File: src/rtl/fifo_6x8_flow.sv
// 6-entry x 8-bit synchronous FIFO with full/empty, almost thresholds,
// hysteretic pause back-pressure and a sticky overflow/underflow error flag.
module fifo_6x8_flow #(
    parameter int DATA_SIZE       = 8,
    parameter int MAIN_SIZE       = 6,
    parameter int ALMOST_FULL_TH  = 4,
    parameter int ALMOST_EMPTY_TH = 2
) (
    input  logic                 clk,
    input  logic                 reset,
    input  logic                 write,
    input  logic                 read,
    input  logic [DATA_SIZE-1:0] data_in_push,
    output logic [DATA_SIZE-1:0] data_out_pop,
    output logic                 fifo_empty,
    output logic                 fifo_full,
    output logic                 almost_full,
    output logic                 almost_empty,
    output logic                 fifo_pause,
    output logic                 fifo_error
);

    localparam int PTR_W = (MAIN_SIZE > 1) ? $clog2(MAIN_SIZE) : 1;
    localparam int CNT_W = $clog2(MAIN_SIZE + 1);

    localparam logic [CNT_W-1:0] FULL_CNT = CNT_W'(MAIN_SIZE);
    localparam logic [CNT_W-1:0] AF_CNT   = CNT_W'(ALMOST_FULL_TH);
    localparam logic [CNT_W-1:0] AE_CNT   = CNT_W'(ALMOST_EMPTY_TH);
    localparam logic [PTR_W-1:0] LAST_PTR = PTR_W'(MAIN_SIZE - 1);

    generate
        if (!(ALMOST_EMPTY_TH < ALMOST_FULL_TH && ALMOST_FULL_TH <= MAIN_SIZE)) begin : g_bad_th
            $error("fifo_6x8_flow: thresholds must satisfy ALMOST_EMPTY_TH < ALMOST_FULL_TH <= MAIN_SIZE");
        end
    endgenerate

    logic [DATA_SIZE-1:0] mem [MAIN_SIZE];
    logic [PTR_W-1:0]     wr_ptr;
    logic [PTR_W-1:0]     rd_ptr;
    logic [CNT_W-1:0]     count;
    logic [CNT_W-1:0]     next_count;
    logic                 wr_acc;
    logic                 rd_acc;
    logic                 overflow;
    logic                 underflow;

    assign fifo_empty   = (count == '0);
    assign fifo_full    = (count == FULL_CNT);
    assign almost_full  = (count >= AF_CNT);
    assign almost_empty = (count <= AE_CNT);

    // A write into a full FIFO is still taken when a pop frees a slot the same cycle.
    assign wr_acc    = write && (!fifo_full || read);
    assign rd_acc    = read && !fifo_empty;
    assign overflow  = write && fifo_full && !read;
    assign underflow = read && fifo_empty;

    always_comb begin
        next_count = count;
        case ({wr_acc, rd_acc})
            2'b10:   next_count = count + 1'b1;
            2'b01:   next_count = count - 1'b1;
            default: next_count = count;
        endcase
    end

    always_ff @(posedge clk) begin
        if (wr_acc) begin
            mem[wr_ptr] <= data_in_push;
        end
    end

    always_ff @(posedge clk) begin
        if (reset) begin
            wr_ptr       <= '0;
            rd_ptr       <= '0;
            count        <= '0;
            data_out_pop <= '0;
            fifo_pause   <= 1'b0;
            fifo_error   <= 1'b0;
        end else begin
            if (wr_acc) begin
                wr_ptr <= (wr_ptr == LAST_PTR) ? '0 : wr_ptr + 1'b1;
            end
            if (rd_acc) begin
                data_out_pop <= mem[rd_ptr];
                rd_ptr       <= (rd_ptr == LAST_PTR) ? '0 : rd_ptr + 1'b1;
            end
            count <= next_count;
            // Pause holds between the two thresholds to avoid chattering.
            if (next_count >= AF_CNT) begin
                fifo_pause <= 1'b1;
            end else if (next_count <= AE_CNT) begin
                fifo_pause <= 1'b0;
            end
            if (overflow || underflow) begin
                fifo_error <= 1'b1;
            end
        end
    end

endmodule

File: config.mk
export PLATFORM = sky130hd
export DESIGN_NAME = fifo_6x8_flow
export DESIGN_NICKNAME = d
export VERILOG_FILES = /design/src/rtl/fifo_6x8_flow.sv
export SDC_FILE = /design/constraint.sdc
export NUM_CORES = 1
export LEC_CHECK = 0
export BUFFER_PORTS_ARGS = -buffer_cell sky130_fd_sc_hd__buf_2
export CAP_MARGIN = 20
export CORE_UTILIZATION = 26
export CTS_BUF_LIST = sky130_fd_sc_hd__clkbuf_8
export CTS_CLUSTER_SIZE = 25
export DETAILED_ROUTE_END_ITERATION = 8
export GPL_TIMING_DRIVEN = 1
export MAX_ROUTING_LAYER = met4
export SETUP_SLACK_MARGIN = 0.05
export SLEW_MARGIN = 15
export SYNTH_ARGS = -nofsm -noshare
export SYNTH_HDL_FRONTEND = slang
export SYNTH_SLANG_ARGS = --single-unit
File: constraint.sdc
create_clock -name clk -period 2.36 [get_ports clk]
set_clock_uncertainty 0.2 [all_clocks]
set_input_delay 0.472 -clock clk [delete_from_list [all_inputs] [get_ports clk]]
set_output_delay 0.472 -clock clk [all_outputs]
set_load 0.01 [all_outputs]
==> implementation parameters, run 1 <==
Parameter                              Value

Flow run
  Max-cap violations ... 0

Pwr
  Total power density per cell area ... 1021 mW/mm2
  Largest vdd supply drop ... 0.2993 mV
  Leakage power ... 1.170 nW

Global route
  Number of antenna violations at the first check in global routing ... 0
  First-pass GRT wire length ... 9087 um
  Largest net degree at the start of global routing ... 28
  Grt total ovfl ... 0
  Number of global-route vias before repair ... 1,680
  Total routing usage reported by global routing ... 11.99%

Finish
  Util after Layout ... 33.19%
  Cell area after layout ... 0.003289 mm2
  Layout net count ... 245
  Synthesis-to-finish area growth ... 22.22%
  Layout cells sized above 1 ... 27.12%
  Antenna diodes ... 0

Timing
  Final setup TNS ... 0 ns
  Final critical-path required period ... 2.181 ns
  Slew headroom ... 55.28%
  Unrepaired setup endpoints after global routing ... no
  Hold violation total from the final report ... 0
  Final setup violation count ... 0
  Fin Hold WS ... 0.1680 ns
  Slew Limit Fails ... 0
  Maximum achievable frequency ... 0.4586 GHz
  Actual slew at the worst max-slew pin ... 0.6623 ns
  Worst Setup Slack, final ... 0.1794 ns
  Period utilisation layout ... 92.40%

Synthesis
  EDFF count, synth ... 48
  Largest cells by area after synthesis ... edfxtp_1 (54%), dfxtp_1 (14%), mux2i_1 (6.3%)
  Area share of the largest cell type after synthesis ... 53.56%
  Library cell with the highest instance count after synthesis ... edfxtp_1
  Portion of the post-synthesis area used by sequential elements ... 67.69%
  Share of flip-flops with an asynchronous set or reset ... 0%
  Number of different library cells in the post-synthesis netlist ... 38
  Mapped Cells ... 192
  Cell area after technology mapping ... 0.002691 mm2
  Post-synth net total ... 206
  Synthesized area per cell ... 14.02 um2
  Synth top cells by count ... edfxtp_1 (48), dfxtp_1 (19), mux2i_1 (17), nand2_1 (13), nor2b_1 (10)
  Synthesis-stage register bit count ... 67
  Primary flip-flop cell chosen by synthesis mapping ... edfxtp_1
  Yosys synthesis warning count ... 0
  Cell type contributing the most total cell area after synthesis ... edfxtp_1

CTS
  Clock buffer count from CTS ... 9
  Depth of the CTS H-tree ... 3
  Clock Latency Late Sink ... 0.35 ns
  Clock-pin slew reported for the worst setup and hold paths after clock tree synthesis ... 0.08 ns
  Sink Count ... 67
  Clock tree buffer depth ... 2
  Buffers inserted by post-CTS timing repair ... 0
  Clock tree from TritonCTS ... built
  Root buffer selected by CTS ... clkbuf_8

Worst setup path
  Worst Path Max Fanout ... 9
  Startpoint class of the critical path ... register
  Crit path cell chain ... nand4bb_1 -> nand2_1 -> ha_2 -> fa_2 -> xor2_1 -> nor4b_1 -> or2_2
  Req. time, crit path ... 2.46 ns
  Crit path max-delay cell type ... dfxtp_2
  WP data arrival ... 2.28 ns
  Category of the worst setup path capture point ... register
  Worst stage delay on the critical path ... 0.46 ns
  Type of the worst setup path ... reg -> reg

Detailed routing
  Post-detailed-route count of antenna-violating nets ... 0
  Post-detailed-route wirelength per cell ... 15.34 um
  Detailed-router iteration count before antenna repair ... 4
  Remaining routing DRC violations ... 0
  Number of vias in the routed layout ... 1,687
  Drt via density ... 4.572
  Starting DRT DRC Count ... 67
  Final wirelength ... 5660 um

Place
  Pre-CTS setup slack ... 0.006020 ns
  Port Buffer Count ... 25
  Final HPWL DP ... 3605 um
  Weighted congestion reported at the end of routability-driven placement ... 0.7443
  Cell Area, Placed ... 0.003065 mm2

Min path
  Worst hold path type ... in -> reg

Floorplan
  Number of placed I/O pins ... 26
  DIE AREA ... 0.01076 mm2
  Floorplan Core Area ... 0.009910 mm2
  Die span in x ... 103.7 um
  Effective utilization at floorplan ... 27.16%
  Die Y ... 103.7 um
  Number of placement rows ... 36

Run status
  Run status ... finished clean
logic make-up (layout without fill, tap and decap cells):
logic type / count (synthesis) / count (layout) / share of synthesized area, %
AO/OA/AOI/OAI: 36 / 36 / 10.37
XOR/XNOR: 3 / 3 / 0.9765
adder cells (fa/ha/maj): 2 / 2 / 1.209
buffers and inverters: 17 / 61 / 2.836
flip-flops: 67 / 67 / 67.69
multiplexers: 18 / 18 / 6.741
AND/OR/NAND/NOR: 49 / 49 / 10.18
what timing repair did:
item,in CTS,in global routing
endpoints found under the setup margin,0,2
hold buffers,0,0
endpoints found under the hold margin,0,0
gates resized for setup,0,1
where the power goes:
part	internal, mW	switching [mW]	total (mW)
clock	0.602	0.464	1.07
sequential	1.38	0.116	1.50
combinational	0.361	0.435	0.797
total	2.34	1.01	3.36
layer usage:
layer / vias to the layer above / GRT usage [%] / share of wire (%)
li1: 808 / - / -
met1: 837 / 14.23 / 45
met5: - / - / 0
met4: 0 / 4.898 / 1.9
met3: 9 / 4.657 / 3.7
met2: 33 / 18.22 / 49
flip-flops by register name, indices dropped and copies added (netlist names):
register / flops
count: 3
data_out_pop: 8
fifo_error: 1
fifo_pause: 1
mem: 48
rd_ptr: 3
wr_ptr: 3
area by class of cell:
class	count	area, um2
Clock inverter	7	98.84
Inverter	5	18.77
Timing Repair Buffer	40	250.2
Clock buffer	9	123.9
Multi-Input combinational cell	108	807.0
Tap cell	133	166.4
Sequential cell	67	1824
Fill cell	980	6620
metrics by stage:
| step | power, mW | std cells |
|---|---|---|
| floorplan | 2.042 | 192 |
| global placement | 2.299 | 353 |
| detailed placement | 2.323 | 353 |
| CTS | 3.392 | 369 |
| global route | 3.545 | 369 |
| finish | 3.358 | 369 |
worst max-delay path: cells and delay by family (launching register included):
family	cells	cell delay (ns)
AND/OR/NAND/NOR	4	0.77
XOR/XNOR	1	0.18
adder cells (fa/ha/maj)	2	0.54
flip-flops	1	0.46
worst paths after layout:
kind              slack [ns]  cells after the start       startpoint               to
hold / removal          0.17                      1  data_in_push[3]        mem[4][3]
hold reg to reg         0.28                      2  data_out_pop[2]  data_out_pop[2]
setup / recovery        0.18                      7         count[0]         count[2]
setup reg to reg        0.18                      7         count[0]         count[2]
placed cells by master, fill, tap and decap left out, types with 2 or more instances in the layout:
cell and n:
a21oi_1 6, o21ai_0 2, nand2b_1 2, dfxtp_1 17, inv_1 5, buf_2 25
o32ai_1 8, mux2i_1 17, nor3_1 3, inv_6 2, clkbuf_8 9, or3b_1 2
a22o_1 8, buf_4 14, dfxtp_2 2, xor2_1 3, nor2b_1 10, nand2_1 13
a211oi_1 8, nor2_1 8, bufinv_16 2, edfxtp_1 48
(Power assumes the default switching activity.)
==> run 2, diff against run 1 <==
--- a/config.mk
+++ b/config.mk
@@ -5,6 +5,7 @@
 export SDC_FILE = /design/constraint.sdc
 export NUM_CORES = 1
 export LEC_CHECK = 0
+export ABC_AREA = 1
 export BUFFER_PORTS_ARGS = -buffer_cell sky130_fd_sc_hd__buf_2
 export CAP_MARGIN = 20
 export CORE_UTILIZATION = 26
==> run 2 against run 1 <==
Net effect:
- power decreased by 3.3%
- clock power decreased by 14%
- non-clock buffer count decreased by 6
- global-route usage decreased by 0.16 points
- routed wire length increased by 5.6%
- sequential cell count unchanged
- via count increased by 23%
- synthesized area increased by 8.5%
- hold slack improved by 0.017 ns
- count of clock-buffer cells in the layout unchanged
- largest cell class unchanged
- largest power group unchanged
==> implementation parameters, run 2 <==
Parameter                              Value

Timing
  Unrepaired setup endpoints after global routing ... no (unchanged)
  Period utilisation layout ... 88.36% (was 92.40%)
  Hold violation total from the final report ... 0 (unchanged)
  Final setup violation count ... 0 (unchanged)
  Worst Setup Slack, final ... 0.2747 ns (was 0.1794 ns)
  Final critical-path required period ... 2.085 ns (was 2.181 ns)
  Final setup TNS ... 0 ns (unchanged)
  Actual slew at the worst max-slew pin ... 0.4334 ns (was 0.6623 ns)
  Slew Limit Fails ... 0 (unchanged)
  Slew headroom ... 71.07% (was 55.28%)
  Maximum achievable frequency ... 0.4795 GHz (was 0.4586 GHz)

Detailed routing
  Number of vias in the routed layout ... 2,077 (was 1,687)
  Post-detailed-route wirelength per cell ... 12.12 um (was 15.34 um)
  Starting DRT DRC Count ... 159 (was 67)
  Detailed-router iteration count before antenna repair ... 7 (was 4)
  Final wirelength ... 5977 um (was 5660 um)
  Remaining routing DRC violations ... 0 (unchanged)
  Drt via density ... 4.213 (was 4.572)
  Post-detailed-route count of antenna-violating nets ... 0 (unchanged)

Finish
  Util after Layout ... 31.19% (was 33.19%)
  Largest registers ... mem (48), data_out_pop (8) (unchanged)
  Layout cells sized above 1 ... 16.43% (was 27.12%)
  Area occupied by multi-input gates ... 850.8 um2 (was 807.0 um2)
  Cell area after layout ... 0.003396 mm2 (was 0.003289 mm2)
  Layout net count ... 362 (was 245)
  Synthesis-to-finish area growth ... 16.28% (was 22.22%)
  Number of fillers in the final layout ... 1,090 (was 980)
  Max FFs per register ... 48 (unchanged)
  Antenna diodes ... 0 (unchanged)
  Flip-flop and latch area ... 0.001823 mm2 (was 0.001824 mm2)
  Most frequent standard cell in the layout excluding fill and tap cells ... nand2_1 (was edfxtp_1)
  Register ranked first by flip-flop count ... mem (unchanged)
  Most used cells in the layout excluding fill and tap cells ... nand2_1 (101), edfxtp_1 (48), inv_1 (40) (was edfxtp_1 (48), buf_2 (25), mux2i_1 (17), dfxtp_1 (17), buf_4 (14))
  Post-route non-filler standard cell count ... 493 (was 369)

Worst setup path
  Worst stage delay on the critical path ... 0.44 ns (was 0.46 ns)
  Type of the worst setup path ... reg -> reg (unchanged)
  Crit path cell chain ... nand2_1 -> nor2_4 -> nand2_2 -> nand2_4 -> ha_1 -> fa_1 -> inv_1 -> a21oi_1 -> nand4_1 -> o21ai_0 (was nand4bb_1 -> nand2_1 -> ha_2 -> fa_2 -> xor2_1 -> nor4b_1 -> or2_2)
  Crit path buf inv count ... 1 (was 0)
  WP data arrival ... 2.12 ns (was 2.28 ns)
  Worst Path Max Fanout ... 8 (was 9)
  Startpoint class of the critical path ... register (unchanged)
  Category of the worst setup path capture point ... register (unchanged)
  Req. time, crit path ... 2.39 ns (was 2.46 ns)
  Dominant delay contributor by cell family on the critical path ... adder cells (was simple AND/OR/NAND/NOR gates)
  Crit path max-delay cell type ... fa_1 (was dfxtp_2)

Place
  Weighted congestion reported at the end of routability-driven placement ... 0.7787 (was 0.7443)
  Pre-CTS setup slack ... 0.1501 ns (was 0.006020 ns)
  Total instance count after detailed placement ... 477 (was 353)
  Port Buffer Count ... 25 (unchanged)
  Cell Area, Placed ... 0.003201 mm2 (was 0.003065 mm2)
  Final HPWL DP ... 3918 um (was 3605 um)

Synthesis
  Library cell with the highest instance count after synthesis ... nand2_1 (was edfxtp_1)
  Mapped Cells ... 316 (was 192)
  Cell type contributing the most total cell area after synthesis ... edfxtp_1 (unchanged)
  Portion of the post-synthesis area used by sequential elements ... 62.38% (was 67.69%)
  EDFF count, synth ... 48 (unchanged)
  Yosys synthesis warning count ... 0 (unchanged)
  Number of different library cells in the post-synthesis netlist ... 27 (was 38)
  Synthesized area per cell ... 9.241 um2 (was 14.02 um2)
  Cell area after technology mapping ... 0.002920 mm2 (was 0.002691 mm2)
  Area share of the largest cell type after synthesis ... 49.36% (was 53.56%)
  Primary flip-flop cell chosen by synthesis mapping ... edfxtp_1 (unchanged)
  Synth top cells by count ... nand2_1 (101), edfxtp_1 (48), inv_1 (39), nor2_1 (39), dfxtp_1 (19) (was edfxtp_1 (48), dfxtp_1 (19), mux2i_1 (17), nand2_1 (13), nor2b_1 (10))
  Post-synth net total ... 330 (was 206)
  Synthesis-stage register bit count ... 67 (unchanged)
  Share of flip-flops with an asynchronous set or reset ... 0% (unchanged)
  Largest cells by area after synthesis ... edfxtp_1 (49%), dfxtp_1 (13%), nand2_1 (13%) (was edfxtp_1 (54%), dfxtp_1 (14%), mux2i_1 (6.3%))

CTS
  Clock Latency Late Sink ... 0.34 ns (was 0.35 ns)
  Clock buffer count from CTS ... 9 (unchanged)
  Clock tree from TritonCTS ... built (unchanged)
  Sink Count ... 67 (unchanged)
  Buffers inserted by post-CTS timing repair ... 0 (unchanged)
  Gates resized, CTS repair ... 0 (unchanged)
  Number of hold-repair buffers added at the cts stage ... 0 (unchanged)
  Clock tree buffer depth ... 2 (unchanged)
  Depth of the CTS H-tree ... 3 (unchanged)
  Root buffer selected by CTS ... clkbuf_8 (unchanged)
  Clock-pin slew reported for the worst setup and hold paths after clock tree synthesis ... 0.08 ns (about the same)

Floorplan
  Effective utilization at floorplan ... 26.82% (was 27.16%)
  Die Y ... 108.0 um (was 103.7 um)
  Number of placement rows ... 38 (was 36)
  DIE AREA ... 0.01166 mm2 (was 0.01076 mm2)
  Die span in x ... 108.0 um (was 103.7 um)
  Floorplan Core Area ... 0.01089 mm2 (was 0.009910 mm2)
  Number of placed I/O pins ... 26 (unchanged)

Pwr
  Switching pwr ... 1.076 mW (was 1.015 mW)
  Total power density per cell area ... 956.6 mW/mm2 (was 1021 mW/mm2)
  Switching share of power ... 33.13% (was 30.22%)
  Leakage power ... 1.502 nW (was 1.170 nW)
  Share of power burned in combinational logic ... 26.2% (was 23.7%)
  Clock network power share ... 28.3% (was 31.7%)
  Internal power consumption ... 2.172 mW (was 2.344 mW)
  Sequential share of power ... 45.4% (was 44.6%)
  Largest vdd supply drop ... 0.5324 mV (was 0.2993 mV)

Global route
  Number of antenna violations at the first check in global routing ... 0 (unchanged)
  Grt total ovfl ... 0 (unchanged)
  Total routing usage reported by global routing ... 11.84% (was 11.99%)
  Number of global-route vias before repair ... 1,941 (was 1,680)
  First-pass GRT wire length ... 9915 um (was 9087 um)
  Largest net degree at the start of global routing ... 30 (was 28)

Min path
  Worst hold path type ... in -> reg (unchanged)

Flow run
  Max-cap violations ... 0 (unchanged)

Run status
  Run status ... finished clean (unchanged)
==> run 2: cell types whose count changed in the layout (fill, tap and decap cells not counted), moves of 8 or more <==
cell / change
nand2_1: +88
nor2_1: +31
inv_1: +35
a22o_1: -8
nor2b_1: -10
nand3_1: +12
a211oi_1: -8
a21oi_1: +8
o21ai_0: +10
mux2i_1: -17
o32ai_1: -8
==> run 2: area by class of cell <==
cell class / count / area share (%)
multi-input cells: 194 / 25.06
inverters: 42 / 4.716
flip-flops and latches: 67 / 53.68
clock inverters: 7 / 2.063
well taps: 140 / 5.158
repair buffers: 34 / 5.674
clock buffers: 9 / 3.648
==> run 2: cells by family (layout without fill, tap and decap cells) <==
logic type	Yosys count	after routing	share of synthesized area, %
xor+xnor	1	1	0.3000
fa+ha+maj	2	2	1.114
simple gates	161	161	22.32
compound gates	30	30	5.399
buf+inv	55	92	8.483
flops	67	67	62.38
==> run 2: stage by stage <==
stage | power [mW] | hold WS (ns)
after detailed placement | 2.359 | 0.2672
after global placement | 2.338 | 0.2606
final | 3.248 | 0.1851
after CTS | 3.290 | 0.1667
after floorplan | 2.135 | 0.2773
after global routing | 3.488 | 0.1701
==> run 2: path summary, 6_finish.rpt <==
path | startpoint | end | slack [ns] | cells after the start
worst max-delay path | count[1] | fifo_pause | 0.27 | 10
worst min-delay path | data_in_push[7] | mem[2][7] | 0.19 | 1
worst max register to register | count[1] | fifo_pause | 0.27 | 10
worst min register to register | fifo_error | fifo_error | 0.28 | 2
==> run 2: power by group through the flow <==
stage | Sequential [mW] | Combinational [mW] | Clock [mW]
final | 1.48 | 0.852 | 0.921
after global routing | 1.49 | 0.994 | 1.00
after CTS | 1.48 | 0.864 | 0.950
after detailed placement | 1.50 | 0.857 | 0
after global placement | 1.50 | 0.843 | 0
after floorplan | 1.51 | 0.627 | 0
==> run 2: metal layers <==
| metal | wire [um] | track usage [%] |
|---|---|---|
| met4 | 157 | 4.403 |
| met2 | 2586 | 17.47 |
| met1 | 2768 | 14.33 |
| met3 | 465 | 5.003 |
| met5 | 0 | - |
==> run 2: worst reg2reg max path: stages, from the launching register on <==
cell and delay, ns:
dfxtp_1 0.43, nand2_1 0.12, nor2_4 0.13, nand2_2 0.08, nand2_4 0.10, ha_1 0.22, fa_1 0.44, inv_1 0.06
a21oi_1 0.07, nand4_1 0.06, o21ai_0 0.08
